==> config.mk <==
export PLATFORM = sky130hd
export DESIGN_NAME = dma_lite_cfg_seq
export DESIGN_NICKNAME = d
export VERILOG_FILES = /design/src/rtl/dma_lite_pkg.sv /design/src/rtl/dma_lite_wd_timer.sv /design/src/rtl/dma_lite_cfg_seq.sv
export SDC_FILE = /design/constraint.sdc
export NUM_CORES = 1
export LEC_CHECK = 0
export ABC_CLOCK_PERIOD_IN_PS = 7030
export BUFFER_PORTS_ARGS = -buffer_cell sky130_fd_sc_hd__buf_2
export CAP_MARGIN = 20
export CORE_MARGIN = 1
export CORE_UTILIZATION = 30
export CTS_CLUSTER_DIAMETER = 100
export DETAILED_ROUTE_END_ITERATION = 7
export PLACE_DENSITY = 0.6
export SYNTH_ARGS = -nofsm -noshare
export SYNTH_HDL_FRONTEND = slang
export SYNTH_SLANG_ARGS = --single-unit
==> constraint.sdc <==
create_clock -name clk -period 7.03 [get_ports clk]
set_clock_uncertainty 0.2 [all_clocks]
set_input_delay 0.703 -clock clk [delete_from_list [all_inputs] [get_ports clk]]
set_output_delay 0.703 -clock clk [all_outputs]
set_load 0.02 [all_outputs]
==> src/rtl/dma_lite_pkg.sv <==
// Shared constants for the DMA-lite config sequencer: register offsets, default
// control word and FSM state encoding.
package dma_lite_pkg;

  localparam logic [9:0] OFF_MM2S_DMACR = 10'h000;
  localparam logic [9:0] OFF_MM2S_SA    = 10'h018;
  localparam logic [9:0] OFF_MM2S_LEN   = 10'h028;
  localparam logic [9:0] OFF_S2MM_DMACR = 10'h030;
  localparam logic [9:0] OFF_S2MM_DA    = 10'h048;
  localparam logic [9:0] OFF_S2MM_LEN   = 10'h058;

  // RS=1, IOC_IrqEn=1
  localparam logic [31:0] DMACR_DEFAULT = 32'h0000_1001;

  localparam logic [2:0] ST_IDLE     = 3'd0;
  localparam logic [2:0] ST_ISSUE    = 3'd1;
  localparam logic [2:0] ST_WAIT_END = 3'd2;
  localparam logic [2:0] ST_FINISH   = 3'd3;
  localparam logic [2:0] ST_WD_ERR   = 3'd4;

  // Register offset for a given channel direction and write step (0..2).
  function automatic logic [9:0] reg_offset(input logic dir, input logic [1:0] step);
    logic [9:0] off;
    case ({dir, step})
      3'b0_00: off = OFF_MM2S_DMACR;
      3'b0_01: off = OFF_MM2S_SA;
      3'b0_10: off = OFF_MM2S_LEN;
      3'b1_00: off = OFF_S2MM_DMACR;
      3'b1_01: off = OFF_S2MM_DA;
      3'b1_10: off = OFF_S2MM_LEN;
      default: off = 10'h000;
    endcase
    return off;
  endfunction

endpackage

==> src/rtl/dma_lite_wd_timer.sv <==
// Watchdog for one outstanding register write: counts enabled cycles since the
// last clear and flags the cycle in which the budget is used up.
module dma_lite_wd_timer #(
  parameter int unsigned TIMEOUT_CYC = 1024
) (
  input  logic clk,
  input  logic rst,
  input  logic clear,
  input  logic en,
  output logic expire
);

  localparam int unsigned CW = (TIMEOUT_CYC > 0) ? $clog2(TIMEOUT_CYC + 1) : 1;
  // cnt holds the number of enabled cycles already elapsed, so the last allowed
  // cycle is the one where cnt == TIMEOUT_CYC-1.
  localparam logic [CW-1:0] LAST = (TIMEOUT_CYC > 0) ? CW'(TIMEOUT_CYC - 1) : '0;

  logic [CW-1:0] cnt;

  always_ff @(posedge clk or posedge rst) begin
    if (rst) begin
      cnt <= '0;
    end else if (clear) begin
      cnt <= '0;
    end else if (en && (cnt != LAST)) begin
      cnt <= cnt + CW'(1);
    end
  end

  assign expire = (TIMEOUT_CYC != 0) && en && (cnt == LAST);

endmodule

==> src/rtl/dma_lite_cfg_seq.sv <==
// Sequencer that turns one DMA transfer command into the three AXI-Lite register
// writes (DMACR, SA/DA, LENGTH) issued through the lite write controller.
//
// Handshakes: a command transfers on the rising edge where cmd_valid & cmd_ready;
// cmd_ready is high only in IDLE. Towards the controller, lite_valid is a one-cycle
// start pulse and lite_end a one-cycle completion pulse; a new lite_valid is only
// raised the cycle after the previous lite_end, and awaddr/wdata stay stable between.
module dma_lite_cfg_seq
  import dma_lite_pkg::*;
#(
  parameter logic [31:0] DMACR_VAL   = DMACR_DEFAULT,
  parameter int unsigned LEN_W       = 26,
  parameter int unsigned TIMEOUT_CYC = 1024
) (
  input  logic             clk,
  input  logic             rst,
  input  logic             cmd_valid,
  output logic             cmd_ready,
  input  logic             cmd_dir,
  input  logic [31:0]      cmd_addr,
  input  logic [LEN_W-1:0] cmd_len,
  output logic             lite_valid,
  output logic [9:0]       lite_awaddr,
  output logic [31:0]      lite_wdata,
  input  logic             lite_end,
  output logic             busy,
  output logic             done,
  output logic             done_err,
  output logic             wd_err,
  output logic [2:0]       dbg_state
);

  logic [2:0]       state;
  logic [1:0]       step;
  logic             dir_q;
  logic [31:0]      addr_q;
  logic [LEN_W-1:0] len_q;
  logic             err_q;
  logic [31:0]      len_ext;
  logic             wd_expire;

  always_comb begin
    len_ext = '0;
    len_ext[LEN_W-1:0] = len_q;
  end

  dma_lite_wd_timer #(
    .TIMEOUT_CYC(TIMEOUT_CYC)
  ) u_wd_timer (
    .clk   (clk),
    .rst   (rst),
    .clear (state == ST_ISSUE),
    .en    (state == ST_WAIT_END),
    .expire(wd_expire)
  );

  always_ff @(posedge clk or posedge rst) begin
    if (rst) begin
      state       <= ST_IDLE;
      step        <= 2'd0;
      dir_q       <= 1'b0;
      addr_q      <= '0;
      len_q       <= '0;
      err_q       <= 1'b0;
      lite_awaddr <= '0;
      lite_wdata  <= '0;
    end else begin
      case (state)
        ST_IDLE: begin
          if (cmd_valid) begin
            dir_q  <= cmd_dir;
            addr_q <= cmd_addr;
            len_q  <= cmd_len;
            step   <= 2'd0;
            if (cmd_len != '0) begin
              state       <= ST_ISSUE;
              err_q       <= 1'b0;
              lite_awaddr <= reg_offset(cmd_dir, 2'd0);
              lite_wdata  <= DMACR_VAL;
            end else begin
              state <= ST_FINISH;
              err_q <= 1'b1;
            end
          end
        end
        ST_ISSUE: state <= ST_WAIT_END;
        ST_WAIT_END: begin
          // A completion in the expiry cycle still counts as success.
          if (lite_end) begin
            if (step != 2'd2) begin
              step        <= step + 2'd1;
              state       <= ST_ISSUE;
              lite_awaddr <= reg_offset(dir_q, step + 2'd1);
              lite_wdata  <= (step == 2'd0) ? addr_q : len_ext;
            end else begin
              state <= ST_FINISH;
            end
          end else if (wd_expire) begin
            state <= ST_WD_ERR;
          end
        end
        ST_FINISH: state <= ST_IDLE;
        ST_WD_ERR: state <= ST_WD_ERR;
        default:   state <= ST_IDLE;
      endcase
    end
  end

  assign cmd_ready  = (state == ST_IDLE);
  assign busy       = (state != ST_IDLE);
  assign lite_valid = (state == ST_ISSUE);
  assign done       = (state == ST_FINISH);
  assign done_err   = (state == ST_FINISH) && err_q;
  assign wd_err     = (state == ST_WD_ERR);
  assign dbg_state  = state;

endmodule

==> Yosys cells after proc, flatten, opt, wreduce, memory -nomap -nowiden <==
Index checks and enable logic that the tools add are counted.
W data, S select, Z words.
{ "op_classes": {"shift": 0, "multipliers": 0, "n_reduce_logical": 13, "mux": 26, "div": 0, "bitwise_logic": 1, "n_lt_le_gt_ge": 0, "addsub": 2, "eq_ne": 17} }
{ "op_table": {"columns": ["operator", "n"], "rows": [
  ["$mux W32", 5],
  ["$pmux W32 S2", 1],
  ["$mux W10", 4],
  ["$pmux W10 S2", 2],
  ["$pmux W7 S5", 1],
  ["$reduce_bool A26 Y1", 1],
  ["$mux W11", 2],
  ["$eq A3 B3 Y1 const B", 4],
  ["$pmux W3 S4", 1],
  ["$add A11 B1 Y11 const B", 1],
  ["$eq A11 B10 Y1 const B", 1],
  ["$ne A11 B10 Y1 const B", 1],
  ["$mux W2", 5],
  ["$eq A3 B2 Y1 const B", 3],
  ["$mux W3", 3],
  ["$ne A2 B2 Y1 const B", 4],
  ["$eq A3 B1 Y1 const B", 2],
  ["$reduce_and A5 Y1", 1],
  ["$pmux W2 S2", 1],
  ["$reduce_and A2 Y1", 2],
  ["$reduce_and A4 Y1", 1],
  ["$reduce_bool A2 Y1", 2],
  ["$logic_and A1 B1 Y1", 3],
  ["$logic_not A3 Y1", 1],
  ["7 further kinds", 7]
]} }
{ "word_totals": {"mem_count": 0, "input_bits": 63, "elab_cells": 68, "ram_bits": 0, "rom_bits": 0, "output_inout_bits": 51, "regBits": 118, "latch_bits": 0} }

==> Longest topological paths before layout <==
{ "logic_depth": {"depth_word": 6, "depth_mapped": 7, "mapped_depth_nobuf": 6} }

==> Modules after synthesis <==
Synthesis repeated with hierarchy kept, for this count alone.
{ "unflattened": {"cells_unflattened": 409, "area_unflattened_um2": 5276.3} }
{ "by_module_without_submodules": {"columns": ["mod", "cells_each", "instances", "seq_area_each_um2", "area_each_um2"], "rows": [
  ["dma_lite_cfg_seq", 346, 1, 2527.4, 4689.5],
  ["dma_lite_wd_timer", 63, 1, 275.3, 586.8]
]} }

==> Least setup slack after synthesis <==
No wires, ideal clock.
{ "synth_timing": {"kind": "flip-flop to output port", "from": "reg state[1], in the netlist dbg_state[1]", "to": "out lite_valid", "required_ps": 6127, "arrival_time_ps": 1354, "setup_slack_ps": 4773, "n_path_buf": 1, "path_stages_with_launch": 4, "path_cell_list": "dfrtp_1 -> buf_4 -> or3b_2 -> clkinv_1"} }
{ "synth_via": {"elab_chain_cells": 1} }
{ "synth_lines": {"columns": ["element", "line", "rtl"], "rows": [
  ["start, declared", "dma_lite_cfg_seq.sv:33", "logic [2:0] state;"],
  ["start signal, assigned", "dma_lite_cfg_seq.sv:59", "state <= ST_IDLE;"],
  ["start signal, assigned", "dma_lite_cfg_seq.sv:76", "state <= ST_ISSUE;"],
  ["start signal, assigned", "dma_lite_cfg_seq.sv:81", "state <= ST_FINISH;"],
  ["$eq A3 B1 Y1", "dma_lite_cfg_seq.sv:111", "assign lite_valid = (state == ST_ISSUE);"],
  ["end, declared", "dma_lite_cfg_seq.sv:22", "output logic lite_valid,"]
]} }
Every way passes these cells.

==> Worst setup path after layout <==
{ "layout_timing": {"from": "reg step[0]", "to": "reg lite_wdata[14]"} }
{ "layout_via": {"elab_chain_cells": 5, "elab_cells_between_ends": 8, "cone_classes": "eq/ne (2); mux (4); reduce/logical (2)"} }
{ "layout_lines": {"columns": ["element", "line", "rtl"], "rows": [
  ["start, declared", "dma_lite_cfg_seq.sv:34", "logic [1:0] step;"],
  ["start signal, assigned", "dma_lite_cfg_seq.sv:91", "step <= step + 2'd1;"],
  ["$logic_not A2 Y1", "dma_lite_cfg_seq.sv:94", "lite_wdata <= (step == 2'd0) ? addr_q : len_ext;"],
  ["$mux W32", "dma_lite_cfg_seq.sv:94", null],
  ["$mux W32", "dma_lite_cfg_seq.sv:90", "if (step != 2'd2) begin"],
  ["$mux W32", "dma_lite_cfg_seq.sv:89", "if (lite_end) begin"],
  ["$pmux W32 S2", "dma_lite_cfg_seq.sv:68", "case (state)"],
  ["end signal, assigned", "dma_lite_cfg_seq.sv:94", null],
  ["end, declared", "dma_lite_cfg_seq.sv:24", "output logic [31:0] lite_wdata,"]
]} }
Several ways; a longest one is shown, not always the timed one. The select of a mux whose other input is x is not followed.
A chain may end at the register's enable or synchronous reset.

==> impl_metrics.py <==
metrics = {
    "outcome": {
        "status": "complete, no violations",
    },
    "worst_setup_path": {
        "end_kind": "flip-flop",
        "rr_endpoint": "lite_wdata[14]$_DFFE_PP0P_",
        "critPathLaunchType": "flip-flop",
        "rrSetupSlack_ns": 4.23,
        "crit_fanout": 25,
        "worstPathRequired_ns": 7.07,
        "r2r_start": "step[0]$_DFFE_PP0P_",
        "cp.arrival_ns": 2.84,
        "critical_path_class": "reg -> reg",
        "r2r_cells": 7,
    },
    "clock_tree": {
        "tritoncts": "done",
        "cts_setup_buffers": 0,
        "path_clk_slew_ns": 0.07,
        "insertion_delay_ns": 0.35,
        "post_cts_resized": 0,
        "cts_buffers": 9,
        "cts_root_buf": "clkbuf_16",
        "htree_levels": 3,
        "hold_buffers": 0,
        "cts_sinks": 112,
        "cts_buffer_depth": 2,
    },
    "floorplanning": {
        "die_w_um": 133,
        "start_util_pct": 31.0,
        "die_y_um": 133,
        "num_rows": 47,
        "coreArea_um2": 16700,
        "die_area_um2": 17800,
        "io_pins": 114,
    },
    "grt": {
        "grtUsageTotal_pct": 13.9,
        "antenna_found_initial": 0,
        "grt_pass1_wl_um": 19000,
        "grt_max_degree": 64,
        "first_global_vias": 3548,
        "grt_overflow": 0,
    },
    "drt": {
        "drc": 0,
        "highest_layer": "met4",
        "drt_iter0_markers": 142,
        "routedWlPerCell_um": 16.2,
        "drt_wl_total_um": 11900,
        "vias": 3548,
        "via_per_inst": 4.84,
        "postRouteAntennaNets": 0,
        "first_pass_iters": 4,
        "met2WireLength_um": 5890,
        "met3_length_um": 807,
        "wl_met1_um": 4920,
    },
    "sta": {
        "finalCritPeriodShare_pct": 39.9,
        "setup_viol": 0,
        "slew_headroom_pct": 32.0,
        "finalSetupTns_ns": 0,
        "rsz0062_at_grt": "no",
        "fmax_mhz": 357,
        "post-route-min-period_ns": 2.80,
        "drv_slew": 0,
        "finalWorstSetupSlack_ns": 4.23,
        "final-hold-violation-count": 0,
        "tightest_slew_ns": 1.02,
    },
    "synth": {
        "ys_top_cells_by_area": "dfrtp_1 (54%), mux2_2 (19%), mux2i_1 (5.4%)",
        "ys_ff_latch": 112,
        "yosysMostFrequentCell": "dfrtp_1",
        "synth-main-ff-cell": "dfrtp_1",
        "syn_inst": 410,
        "synth_cell_types": 50,
        "synth_common_cells": "dfrtp_1 (112), mux2_2 (86), nor2_1 (33)",
        "syn_area_per_cell_um2": 12.6,
        "synth_area_um2": 5180,
        "synth_seq_area_share_pct": 54.1,
        "synth_largest_area_cell": "dfrtp_1",
        "synth_top_area_share_pct": 54.1,
        "synth-edff-count": 0,
        "ys_async_sr_fraction_pct": 100,
        "yosys_warnings": 0,
    },
    "hold_path": {
        "hp-class": "in -> async",
    },
    "pwr": {
        "p_leak_uw": 0.00304,
        "ir_worst_vdd_mv": 0.138,
        "powerDensity_nw_per_um2": 423,
    },
    "job": {
        "cap_violations": 0,
    },
    "layout": {
        "fill_cells": 1642,
        "areaGrowthSynthToFinish_pct": 19.8,
        "drive_gt1_share_pct": 42.7,
        "antenna_cells": 0,
        "final_nets": 579,
    },
    "place": {
        "gp_congestion": 0.852,
        "hpwl_um": 8420,
        "portBuffers": 107,
        "place_ws_ns": 4.12,
    },
}
cell type report:
type                    instances  area, um2  area share (%)
flip-flops and latches        112       2800            45.1
clock inverters                 4       95.1            1.53
multi-input cells             265       2190            35.3
well taps                     220        275            4.43
repair buffers                111        573            9.23
clock buffers                  10        229            3.69
inverters                      11       43.8           0.705
where the power goes:
group	internal (uW)	switching [uW]	total (uW)	leakage [uW]
Clock	344	225	570	0.000158
Sequential	919	166	1080	0.00140
Combinational	458	514	972	0.00148
metal layers:
metal / global-route usage [%] / vias up
li1: - / 1650
met1: 16.6 / 1769
met2: 23.1 / 111
met3: 4.41 / 18
met4: 5.43 / 0
met5: 0 / -
state kept, by name, summed over array words and instances (netlist names):
| signal | cells |
|---|---|
| addr_q | 32 |
| lite_wdata | 32 |
| len_q | 26 |
| u_wd_timer.cnt | 11 |
| lite_awaddr | 4 |
| dbg_state | 3 |
| step | 2 |
| dir_q | 1 |
| err_q | 1 |
worst max-delay path: stages (launching register included):
cell and delay [ns]:
dfrtp_1 0.45, inv_1 0.14, ha_1 0.23, and3b_1 0.23
o21ai_1 0.19, a21oi_4 0.43, buf_4 0.42, mux2_2 0.38
placed cells by master (no fill, tap or decap), types with 2 or more instances in the layout:
cell type and count:
dfrtp_1 112, buf_2 107, mux2_2 86, nor2_1 33
mux2i_1 28, o21ai_0 12, nand2_1 11, inv_1 9
clkbuf_16 9, and3_1 8, nand3_1 7, a21oi_1 7
nor4_1 6, conb_1 6, mux2_1 5, ha_1 5
or3_1 4, and2_1 4, o31ai_1 4, o211ai_1 3
bufinv_16 3, buf_4 3, and4_1 2, nor2b_1 2
o22a_1 2, xor2_1 2, nor3_1 2, or4_1 2
o21a_1 2
how the worst max path moves through the flow:
stage,start,end,slack (ns),cells after the start
floorplan,rst,addr_q[0]$_DFFE_PP0P_,3.17,1
global placement,cmd_len[14],lite_wdata[31]$_DFFE_PP0P_,4.15,6
detailed placement,cmd_len[14],lite_wdata[9]$_DFFE_PP0P_,4.12,6
CTS,dbg_state[0]$_DFFE_PP0P_,lite_valid,4.21,3
global route,step[0]$_DFFE_PP0P_,lite_wdata[7]$_DFFE_PP0P_,4.03,7
finish,step[0]$_DFFE_PP0P_,lite_wdata[14]$_DFFE_PP0P_,4.23,7
metrics by stage:
step                      total power, uW  cell area [um2]  std cells  util (%)  hold WS [ns]
final                                2630             6210        733      37.2         0.298
after global routing                 2790             6210        733      37.2         0.320
after CTS                            2660             6190        732      37.1         0.301
after detailed placement             2080             5870        718      35.1         0.280
after global placement               2040             5870        718      35.1         0.267
after floorplan                      1800             5200        415         -         0.256
kinds of logic (layout without fill, tap and decap cells):
logic type | after synthesis | after routing | share of synthesized area (%)
other | 1 | 6 | 0.0724
AND/OR/NAND/NOR | 91 | 91 | 9.32
XOR/XNOR | 2 | 2 | 0.338
adder cells (fa/ha/maj) | 6 | 6 | 1.45
multiplexers | 119 | 119 | 25.2
buffers and inverters | 38 | 136 | 4.10
AO/OA/AOI/OAI | 41 | 41 | 5.46
flip-flops | 112 | 112 | 54.1
(Power assumes the default switching activity.)
